### config.mk
export PLATFORM = sky130hd
export DESIGN_NAME = ballot_ctrl_flat
export DESIGN_NICKNAME = d
export VERILOG_FILES = /design/src/rtl/vote_pkg.sv /design/src/rtl/ballot_ctrl_if.sv /design/src/rtl/ballot_ctrl.sv /design/src/flat_wrapper.sv
export SDC_FILE = /design/constraint.sdc
export NUM_CORES = 1
export LEC_CHECK = 0
export CAP_MARGIN = 20
export CELL_PAD_IN_SITES_DETAIL_PLACEMENT = 0
export CELL_PAD_IN_SITES_GLOBAL_PLACEMENT = 1
export CORE_ASPECT_RATIO = 0.6
export CORE_UTILIZATION = 41
export CTS_BUF_LIST = sky130_fd_sc_hd__clkbuf_2 sky130_fd_sc_hd__clkbuf_4 sky130_fd_sc_hd__clkbuf_8
export DETAILED_ROUTE_END_ITERATION = 8
export GPL_TIMING_DRIVEN = 0
export HOLD_SLACK_MARGIN = 0.1
export PLACE_DENSITY = 0.92
export SYNTH_ARGS = -nofsm -noshare
export SYNTH_HDL_FRONTEND = slang
export SYNTH_SLANG_ARGS = --single-unit
### constraint.sdc
create_clock -name clk -period 5.2 [get_ports clk]
set_input_delay 1.56 -clock clk [delete_from_list [all_inputs] [get_ports clk]]
set_output_delay 1.56 -clock clk [all_outputs]
set_load 0.01 [all_outputs]
### src/rtl/vote_pkg.sv
// Shared voting types: FSM state encoding, candidate count, default counter width,
// and the exactly-one-button test used by the ballot controller.
package vote_pkg;

   typedef enum logic [1:0] {
      IDLE    = 2'd0,
      ARMED   = 2'd1,
      CAST    = 2'd2,
      RELEASE = 2'd3
   } state_t;

   localparam int NUM_CAND  = 4;
   localparam int DEF_CNT_W = 8;

   // True when exactly one candidate button is pressed.
   function automatic logic onehot4(input logic [NUM_CAND-1:0] v);
      return (v != 4'b0000) && ((v & (v - 4'b0001)) == 4'b0000);
   endfunction

endpackage

### src/rtl/ballot_ctrl_if.sv
// Officer/voter-facing bundle of the ballot controller: master drives the panel
// inputs, slave (the controller) drives the vote strobes and status.
interface ballot_ctrl_if
   import vote_pkg::*;
#(
   parameter int CNT_W = DEF_CNT_W
);

   logic                mode;
   logic                arm;
   logic [NUM_CAND-1:0] btn;
   logic [NUM_CAND-1:0] vote_pulse;
   logic                busy;
   logic                accepted;
   logic                rejected;
   logic                timeout;
   logic [CNT_W-1:0]    ballots_cast;

   modport master (
      output mode, arm, btn,
      input  vote_pulse, busy, accepted, rejected, timeout, ballots_cast
   );

   modport slave (
      input  mode, arm, btn,
      output vote_pulse, busy, accepted, rejected, timeout, ballots_cast
   );

endinterface

### src/rtl/ballot_ctrl.sv
// One-ballot-per-arm voting controller with registered strobes and a modular ballot count.
// Optional ARMED-state expiry is enabled by defining BALLOT_TIMEOUT_EN.
module ballot_ctrl
   import vote_pkg::*;
#(
   parameter int TIMEOUT_CYCLES = 1000,
   parameter int CNT_W          = DEF_CNT_W
) (
   input  logic          clk,
   input  logic          rst,
   ballot_ctrl_if.slave  bus
);

   if (TIMEOUT_CYCLES < 2) begin : g_bad_timeout
      $error("ballot_ctrl: TIMEOUT_CYCLES must be at least 2");
   end

   state_t              state_r, state_n;
   logic [NUM_CAND-1:0] onehot_r, onehot_n;
   logic [NUM_CAND-1:0] vote_r, vote_n;
   logic                accepted_r, accepted_n;
   logic                rejected_r, rejected_n;
   logic                busy_r;
   logic [CNT_W-1:0]    ballots_r, ballots_n;
   logic                no_btn_s;

   assign no_btn_s = ~|bus.btn;

`ifdef BALLOT_TIMEOUT_EN
   localparam int TO_W = $clog2(TIMEOUT_CYCLES);

   logic [TO_W-1:0] tmo_cnt_r;
   logic            tmo_hit_s;
   logic            timeout_r, timeout_n;

   assign tmo_hit_s = (tmo_cnt_r == TO_W'(TIMEOUT_CYCLES - 1));

   // ARMED dwell counter; held at zero outside ARMED so it starts fresh on entry
   always_ff @(posedge clk) begin
      if (rst) begin
         tmo_cnt_r <= {TO_W{1'b0}};
      end else if (state_r != ARMED) begin
         tmo_cnt_r <= {TO_W{1'b0}};
      end else begin
         tmo_cnt_r <= tmo_cnt_r + TO_W'(1'b1);
      end
   end
`endif

   // Next-state and next-output decode
   always_comb begin
      state_n    = state_r;
      onehot_n   = onehot_r;
      vote_n     = {NUM_CAND{1'b0}};
      accepted_n = 1'b0;
      rejected_n = 1'b0;
      ballots_n  = ballots_r;
`ifdef BALLOT_TIMEOUT_EN
      timeout_n  = 1'b0;
`endif
      case (state_r)
         IDLE: begin
            if (bus.arm && !bus.mode && no_btn_s) begin
               state_n = ARMED;
            end else begin
               state_n = IDLE;
            end
         end
         ARMED: begin
            if (bus.mode) begin
               rejected_n = 1'b1;
               state_n    = IDLE;
            end else if (no_btn_s) begin
`ifdef BALLOT_TIMEOUT_EN
               if (tmo_hit_s) begin
                  timeout_n = 1'b1;
                  state_n   = IDLE;
               end else begin
                  state_n   = ARMED;
               end
`else
               state_n = ARMED;
`endif
            end else if (onehot4(bus.btn)) begin
               onehot_n = bus.btn;
               state_n  = CAST;
            end else begin
               rejected_n = 1'b1;
               state_n    = RELEASE;
            end
         end
         CAST: begin
            // mode is re-sampled here so a late switch to display still voids the vote
            if (!bus.mode) begin
               vote_n     = onehot_r;
               accepted_n = 1'b1;
               ballots_n  = ballots_r + CNT_W'(1'b1);
            end else begin
               rejected_n = 1'b1;
            end
            state_n = RELEASE;
         end
         RELEASE: begin
            if (no_btn_s) begin
               state_n = IDLE;
            end else begin
               state_n = RELEASE;
            end
         end
         default: begin
            state_n = IDLE;
         end
      endcase
   end

   // State and output registers
   always_ff @(posedge clk) begin
      if (rst) begin
         state_r    <= IDLE;
         onehot_r   <= {NUM_CAND{1'b0}};
         vote_r     <= {NUM_CAND{1'b0}};
         accepted_r <= 1'b0;
         rejected_r <= 1'b0;
         busy_r     <= 1'b0;
         ballots_r  <= {CNT_W{1'b0}};
`ifdef BALLOT_TIMEOUT_EN
         timeout_r  <= 1'b0;
`endif
      end else begin
         state_r    <= state_n;
         onehot_r   <= onehot_n;
         vote_r     <= vote_n;
         accepted_r <= accepted_n;
         rejected_r <= rejected_n;
         busy_r     <= (state_n != IDLE);
         ballots_r  <= ballots_n;
`ifdef BALLOT_TIMEOUT_EN
         timeout_r  <= timeout_n;
`endif
      end
   end

   assign bus.vote_pulse   = vote_r;
   assign bus.accepted     = accepted_r;
   assign bus.rejected     = rejected_r;
   assign bus.busy         = busy_r;
   assign bus.ballots_cast = ballots_r;
`ifdef BALLOT_TIMEOUT_EN
   assign bus.timeout      = timeout_r;
`else
   assign bus.timeout      = 1'b0;
`endif

endmodule
### src/flat_wrapper.sv
// flat-port wrapper written by rule: the top's interface ports become plain ports
module ballot_ctrl_flat import vote_pkg::*;
#(
   parameter int TIMEOUT_CYCLES = 1000,
   parameter int CNT_W          = DEF_CNT_W
)
  (clk, rst, bus_mode, bus_arm, bus_btn, bus_vote_pulse, bus_busy, bus_accepted, bus_rejected, bus_timeout, bus_ballots_cast);
  ballot_ctrl_if #(.CNT_W(CNT_W)) bus_i ();
  input  logic clk;
  input  logic rst;
  input wire logic [$bits(bus_i.mode)-1:0] bus_mode;
  input wire logic [$bits(bus_i.arm)-1:0] bus_arm;
  input wire logic [$bits(bus_i.btn)-1:0] bus_btn;
  output wire logic [$bits(bus_i.vote_pulse)-1:0] bus_vote_pulse;
  output wire logic [$bits(bus_i.busy)-1:0] bus_busy;
  output wire logic [$bits(bus_i.accepted)-1:0] bus_accepted;
  output wire logic [$bits(bus_i.rejected)-1:0] bus_rejected;
  output wire logic [$bits(bus_i.timeout)-1:0] bus_timeout;
  output wire logic [$bits(bus_i.ballots_cast)-1:0] bus_ballots_cast;
  assign bus_i.mode = bus_mode;
  assign bus_i.arm = bus_arm;
  assign bus_i.btn = bus_btn;
  assign bus_vote_pulse = bus_i.vote_pulse;
  assign bus_busy = bus_i.busy;
  assign bus_accepted = bus_i.accepted;
  assign bus_rejected = bus_i.rejected;
  assign bus_timeout = bus_i.timeout;
  assign bus_ballots_cast = bus_i.ballots_cast;
  ballot_ctrl #(.TIMEOUT_CYCLES(TIMEOUT_CYCLES), .CNT_W(CNT_W)) u_core (.clk(clk), .rst(rst), .bus(bus_i));
endmodule
== Word level (Yosys, flattened, before mapping) ==
Cells that the tools add are included.

* Register bits: 21
* Output and inout port bits: 16
* Word-level logic and storage cells: 41

* $add $sub $neg: 2
* Eq/ne operators: 3
* Bitwise logic cells: 3
* Multiplexer cells: 12
* Reduce and logical (&&, ||, !) cells: 14

{| class="wikitable"
|+ Operators with widths
! cell !! count
|-
| adder 8 x 1 -> 8 bit (second input constant) || 1
|-
| one-hot mux 2 bit (4 select lines) || 1
|-
| two-way mux 1 bit || 7
|-
| two-way mux 2 bit || 3
|-
| AND 4 bit || 1
|-
| == test 2 bit (second input constant) || 2
|-
| zero test 4 bit || 1
|-
| AND reduction 4 bit || 1
|-
| nonzero test 4 bit || 1
|-
| OR reduction 4 bit || 1
|-
| subtractor 4 x 1 -> 4 bit (second input constant) || 1
|-
| logical AND 1 bit || 3
|-
| OR reduction 3 bit || 1
|-
| == test 2 x 1 -> 1 bit (second input constant) || 1
|-
| zero test 1 bit || 2
|-
| zero test 2 bit || 1
|-
| NOT 1 bit || 2
|-
| one-hot mux 1 bit (2 select lines) || 1
|-
| AND reduction 2 bit || 1
|-
| nonzero test 2 bit || 1
|-
| OR reduction 2 bit || 1
|}

== Longest topological paths before layout ==
* Depth in word-level cells: 9
* Gate-level depth with buffers: 5
* Gate-level depth less buffers: 5

== Worst setup path after synthesis ==
Ideal clock, no wire load.

* Kind: input-to-reg
* From: input bus_btn[0]
* To: register u_core.state_r[0]
* Stages: 4
* Data required time: 5.069 ns
* Slack: 2.430 ns
* Arrival: 2.640 ns
* Cells stage by stage: buf_6 -> or4_4 -> a2111oi_4 -> a211oi_1

* Longest elaborated chain between the ends: 8

{| class="wikitable"
|+ RTL lines
! what !! line !! RTL
|-
| start, declared || flat_wrapper.sv:13 || <nowiki>input wire logic [$bits(bus_i.btn)-1:0] bus_btn;</nowiki>
|-
| subtractor 4 x 1 -> 4 bit || vote_pkg.sv:17 || <nowiki>return (v != 4'b0000) && ((v & (v - 4'b0001)) == 4'b0000);</nowiki>
|-
| AND 4 bit || vote_pkg.sv:17 ||
|-
| zero test 4 bit || vote_pkg.sv:17 ||
|-
| logical AND 1 bit || vote_pkg.sv:17 ||
|-
| two-way mux 1 bit || ballot_ctrl.sv:84 || <nowiki>end else if (onehot4(bus.btn)) begin</nowiki>
|-
| two-way mux 2 bit || ballot_ctrl.sv:73 || <nowiki>end else if (no_btn_s) begin</nowiki>
|-
| two-way mux 2 bit || ballot_ctrl.sv:70 || <nowiki>if (bus.mode) begin</nowiki>
|-
| one-hot mux 2 bit (4 select lines) (*) || ballot_ctrl.sv:61 || <nowiki>case (state_r)</nowiki>
|-
| end signal, assigned || ballot_ctrl.sv:130 || <nowiki>state_r <= state_n;</nowiki>
|-
| end, declared || ballot_ctrl.sv:18 || <nowiki>state_t state_r, state_n;</nowiki>
|}

Every way passes the cells marked *; elsewhere a longest branch is shown, timed or not.
A chain may end at the register's enable or synchronous reset.

== Worst setup path in the final report ==
* From: input bus_btn[3]
* To: register u_core.state_r[0]

Same word-level chain as after synthesis.

==> impl_metrics.py <==
metrics = {
    "outcome": {
        "status": "completed",
    },
    "route": {
        "drt_iter0_markers": 84,
        "totalWireLength_um": 2200,
        "via_per_inst": 5.27,
        "drcViolationCount": 0,
        "first_pass_iters": 4,
        "wl_per_cell_um": 13.2,
        "via_count": 880,
        "drt.antenna.violating_nets": 0,
    },
    "logic_synthesis": {
        "synth.top_cell.area_share": 0.403,
        "netlist_instances": 112,
        "ys_async_sr_fraction": 0,
        "synth_edf_count": 0,
        "yosysMostFrequentCell": "dfxtp_1",
        "yosysWarnings": 0,
        "synth_common_cells": "21 x dfxtp_1, 11 x nor2_1, 7 x a21oi_1, 5 x ha_1, 5 x o21ai_0",
        "synth_fp_nets": 125,
        "synthesis.area_sq_mm": 0.00104,
        "ys_ff_latch": 21,
        "synthTopCellsByArea": "dfxtp_1 40%, ha_1 6.0%, nor2_1 4.0%, a21oi_1 3.4%, xnor2_1 3.4%",
        "synth.avg_cell_area_sq_um": 9.32,
        "yosys.area.top_type": "dfxtp_1",
        "ys_seq_area_frac": 0.403,
        "ys.flop_type": "dfxtp_1",
        "synth.distinct_cells": 38,
    },
    "timing": {
        "finalMaxSlewViolations": 0,
        "clock_skew_ns": 0.00212,
        "hold_viol_final": 0,
        "layout_setup_ws_ns": 2.12,
        "fin_crit_ns": 3.08,
        "setup_violations": 0,
        "relSlewSlack": 0.614,
        "hold_ws_ns": 0.473,
        "fmax_ghz": 0.325,
        "rsz0062_at_grt": "false",
        "worst_pin_slew_ns": 0.578,
        "setup_tns_ns": 0,
        "fin_crit_sh": 0.592,
    },
    "cts": {
        "cts_made_buffers": 3,
        "clock-sinks": 21,
        "cts_resized": 0,
        "clock_path_buffers": 2,
        "clk_pin_slew_ns": 0.08,
        "clock_insertion_delay_worst_skew_ns": 0.26,
        "cts-htree-levels": 1,
        "cts_setup_buffers": 0,
        "cts_tree": "done",
        "clockRootBuffer": "clkbuf_8",
        "ctsHoldBuffers": 0,
    },
    "grt": {
        "grt_pass1_wl_um": 3330,
        "grt_max_degree": 13,
        "gr-usage-all-layers": 0.174,
        "top_usage_layer": "met1",
        "met1_usage": 0.251,
        "grt_pass1_vias": 678,
        "antenna_found_initial": 0,
        "gr-total-overflow": 0,
        "grt_use_met3": 0.0667,
        "met2_usage": 0.238,
    },
    "power_and_ir_drop": {
        "p_leak_nw": 0.454,
        "p_int_w": 0.000225,
        "sw_frac_of_total": 0.228,
        "p_seq_frac": 0.551,
        "cellPowerDensity_mw_per_mm2": 218,
        "p_switching_w": 0.0000666,
        "ir_drop_uv": 134,
        "pwr-share-clk": 0.370,
        "power_frac_comb": 0.079,
    },
    "setup_path": {
        "r2r_slack_ns": 3.34,
        "critPathRequiredTime_ns": 5.34,
        "r2r-start": "u_core.state_r[0]",
        "crit_path_max_fanout": 8,
        "startpoint": "bus_btn[3]",
        "rr_endpoint": "u_core.bus.ballots_cast[7]",
        "crit_path_end": "u_core.state_r[0]",
        "start_kind": "primary input",
        "endpoint_kind": "register",
        "reg2reg_depth": 5,
        "crit_type": "in2reg",
        "cp_data_arrival_time_ns": 3.22,
    },
    "placed_design": {
        "io_buffer_count": 21,
        "globalplace.congestion": 0.719,
        "post-place-ws_ns": 1.85,
        "hpwl_um": 1650,
    },
    "floorplan": {
        "core_sq_mm": 0.00228,
        "die_w_um": 67.1,
        "rows": 13,
        "top_level_ports": 24,
        "die_h_um": 41.1,
        "initial_core_util": 0.458,
        "die_area_sq_mm": 0.00276,
    },
    "cells_and_area": {
        "antennaDiodeCount": 0,
        "area_delta_synth_final_pct": 28.2,
        "utilization": 0.587,
        "layout.nets": 151,
        "drive_above_1_share": 0.0730,
    },
    "worst_hold_path": {
        "hold_path_class": "reg2reg",
    },
    "job": {
        "cap_violations": 0,
    },
}
-- logic make-up (layout without fill, tap and decap cells) --
family,count (synthesis),in the layout,share of synthesized area
compound gates,25,25,0.174
xor+xnor,5,5,0.0420
fa+ha+maj,6,6,0.0695
buf+inv,10,35,0.0468
flops,21,21,0.403
mux,3,3,0.0324
other cells,1,1,0.00359
simple gates,41,41,0.229
-- cell usage in the layout, fill, tap and decap left out, types with 5 or more instances in the layout --
cell type and instances:
ha_1 5, o21ai_0 5, nor2_1 11, dfxtp_1 21
clkdlybuf4s50_1 21, a21oi_1 7
-- worst min path at each step --
stage / slack, ns / cells after the start / start / end
6_report: 0.47 / 1 / u_core.onehot_r[0] / u_core.bus.vote_pulse[0]
5_1_grt: 0.50 / 1 / u_core.onehot_r[3] / u_core.bus.vote_pulse[3]
4_1_cts: 0.47 / 1 / u_core.onehot_r[0] / u_core.bus.vote_pulse[0]
3_5_place_dp: 0.45 / 1 / u_core.onehot_r[0] / u_core.bus.vote_pulse[0]
3_3_place_gp: 0.45 / 1 / u_core.onehot_r[0] / u_core.bus.vote_pulse[0]
2_1_floorplan: 0.43 / 1 / u_core.onehot_r[0] / u_core.bus.vote_pulse[0]
-- power by group through the flow --
| stage | clock network, W | registers [W] | logic, W |
|---|---|---|---|
| 3_3_place_gp | 0 | 0.000165 | 0.0000219 |
| 6_report | 0.000108 | 0.000161 | 0.0000231 |
| 2_1_floorplan | 0 | 0.000165 | 0.0000138 |
| 4_1_cts | 0.000111 | 0.000161 | 0.0000229 |
| 3_5_place_dp | 0 | 0.000165 | 0.0000226 |
| 5_1_grt | 0.000120 | 0.000161 | 0.0000249 |
-- layout make-up --
class                   instances  area, sq um
fillers                       200          940
multi-input cells              81          574
flip-flops and latches         21          420
repair buffers                 21          210
clock buffers                   3         41.3
well taps                      30         37.5
plain buffers                   6         33.8
inverters                       4         15.0
clock inverters                 1         5.00
-- critical path, stage by stage --
cell	delay [ns]
clkdlybuf4s50_1	0.53
or4_4	0.63
a2111oi_4	0.40
a211oi_1	0.09
-- metrics by stage --
stage	std cells	total power [W]	instance area [sq um]
after detailed placement	163	0.000187	1290
final	167	0.000292	1340
after CTS	167	0.000295	1340
after floorplan	112	0.000179	1040
after global placement	163	0.000187	1290
after global routing	167	0.000306	1340
-- state kept, by name (all words and copies together), names as in the netlist --
signal,flops
u_core.bus.vote_pulse,4
u_core.bus.accepted,1
u_core.bus.rejected,1
u_core.state_r,2
u_core.bus.ballots_cast,8
u_core.bus.busy,1
u_core.onehot_r,4
-- metal layers --
layer,vias up,wire length [um]
met5,-,0
met3,2,151
met1,395,1140
li1,449,-
met2,34,901
met4,0,7
(Power assumes the default switching activity.)
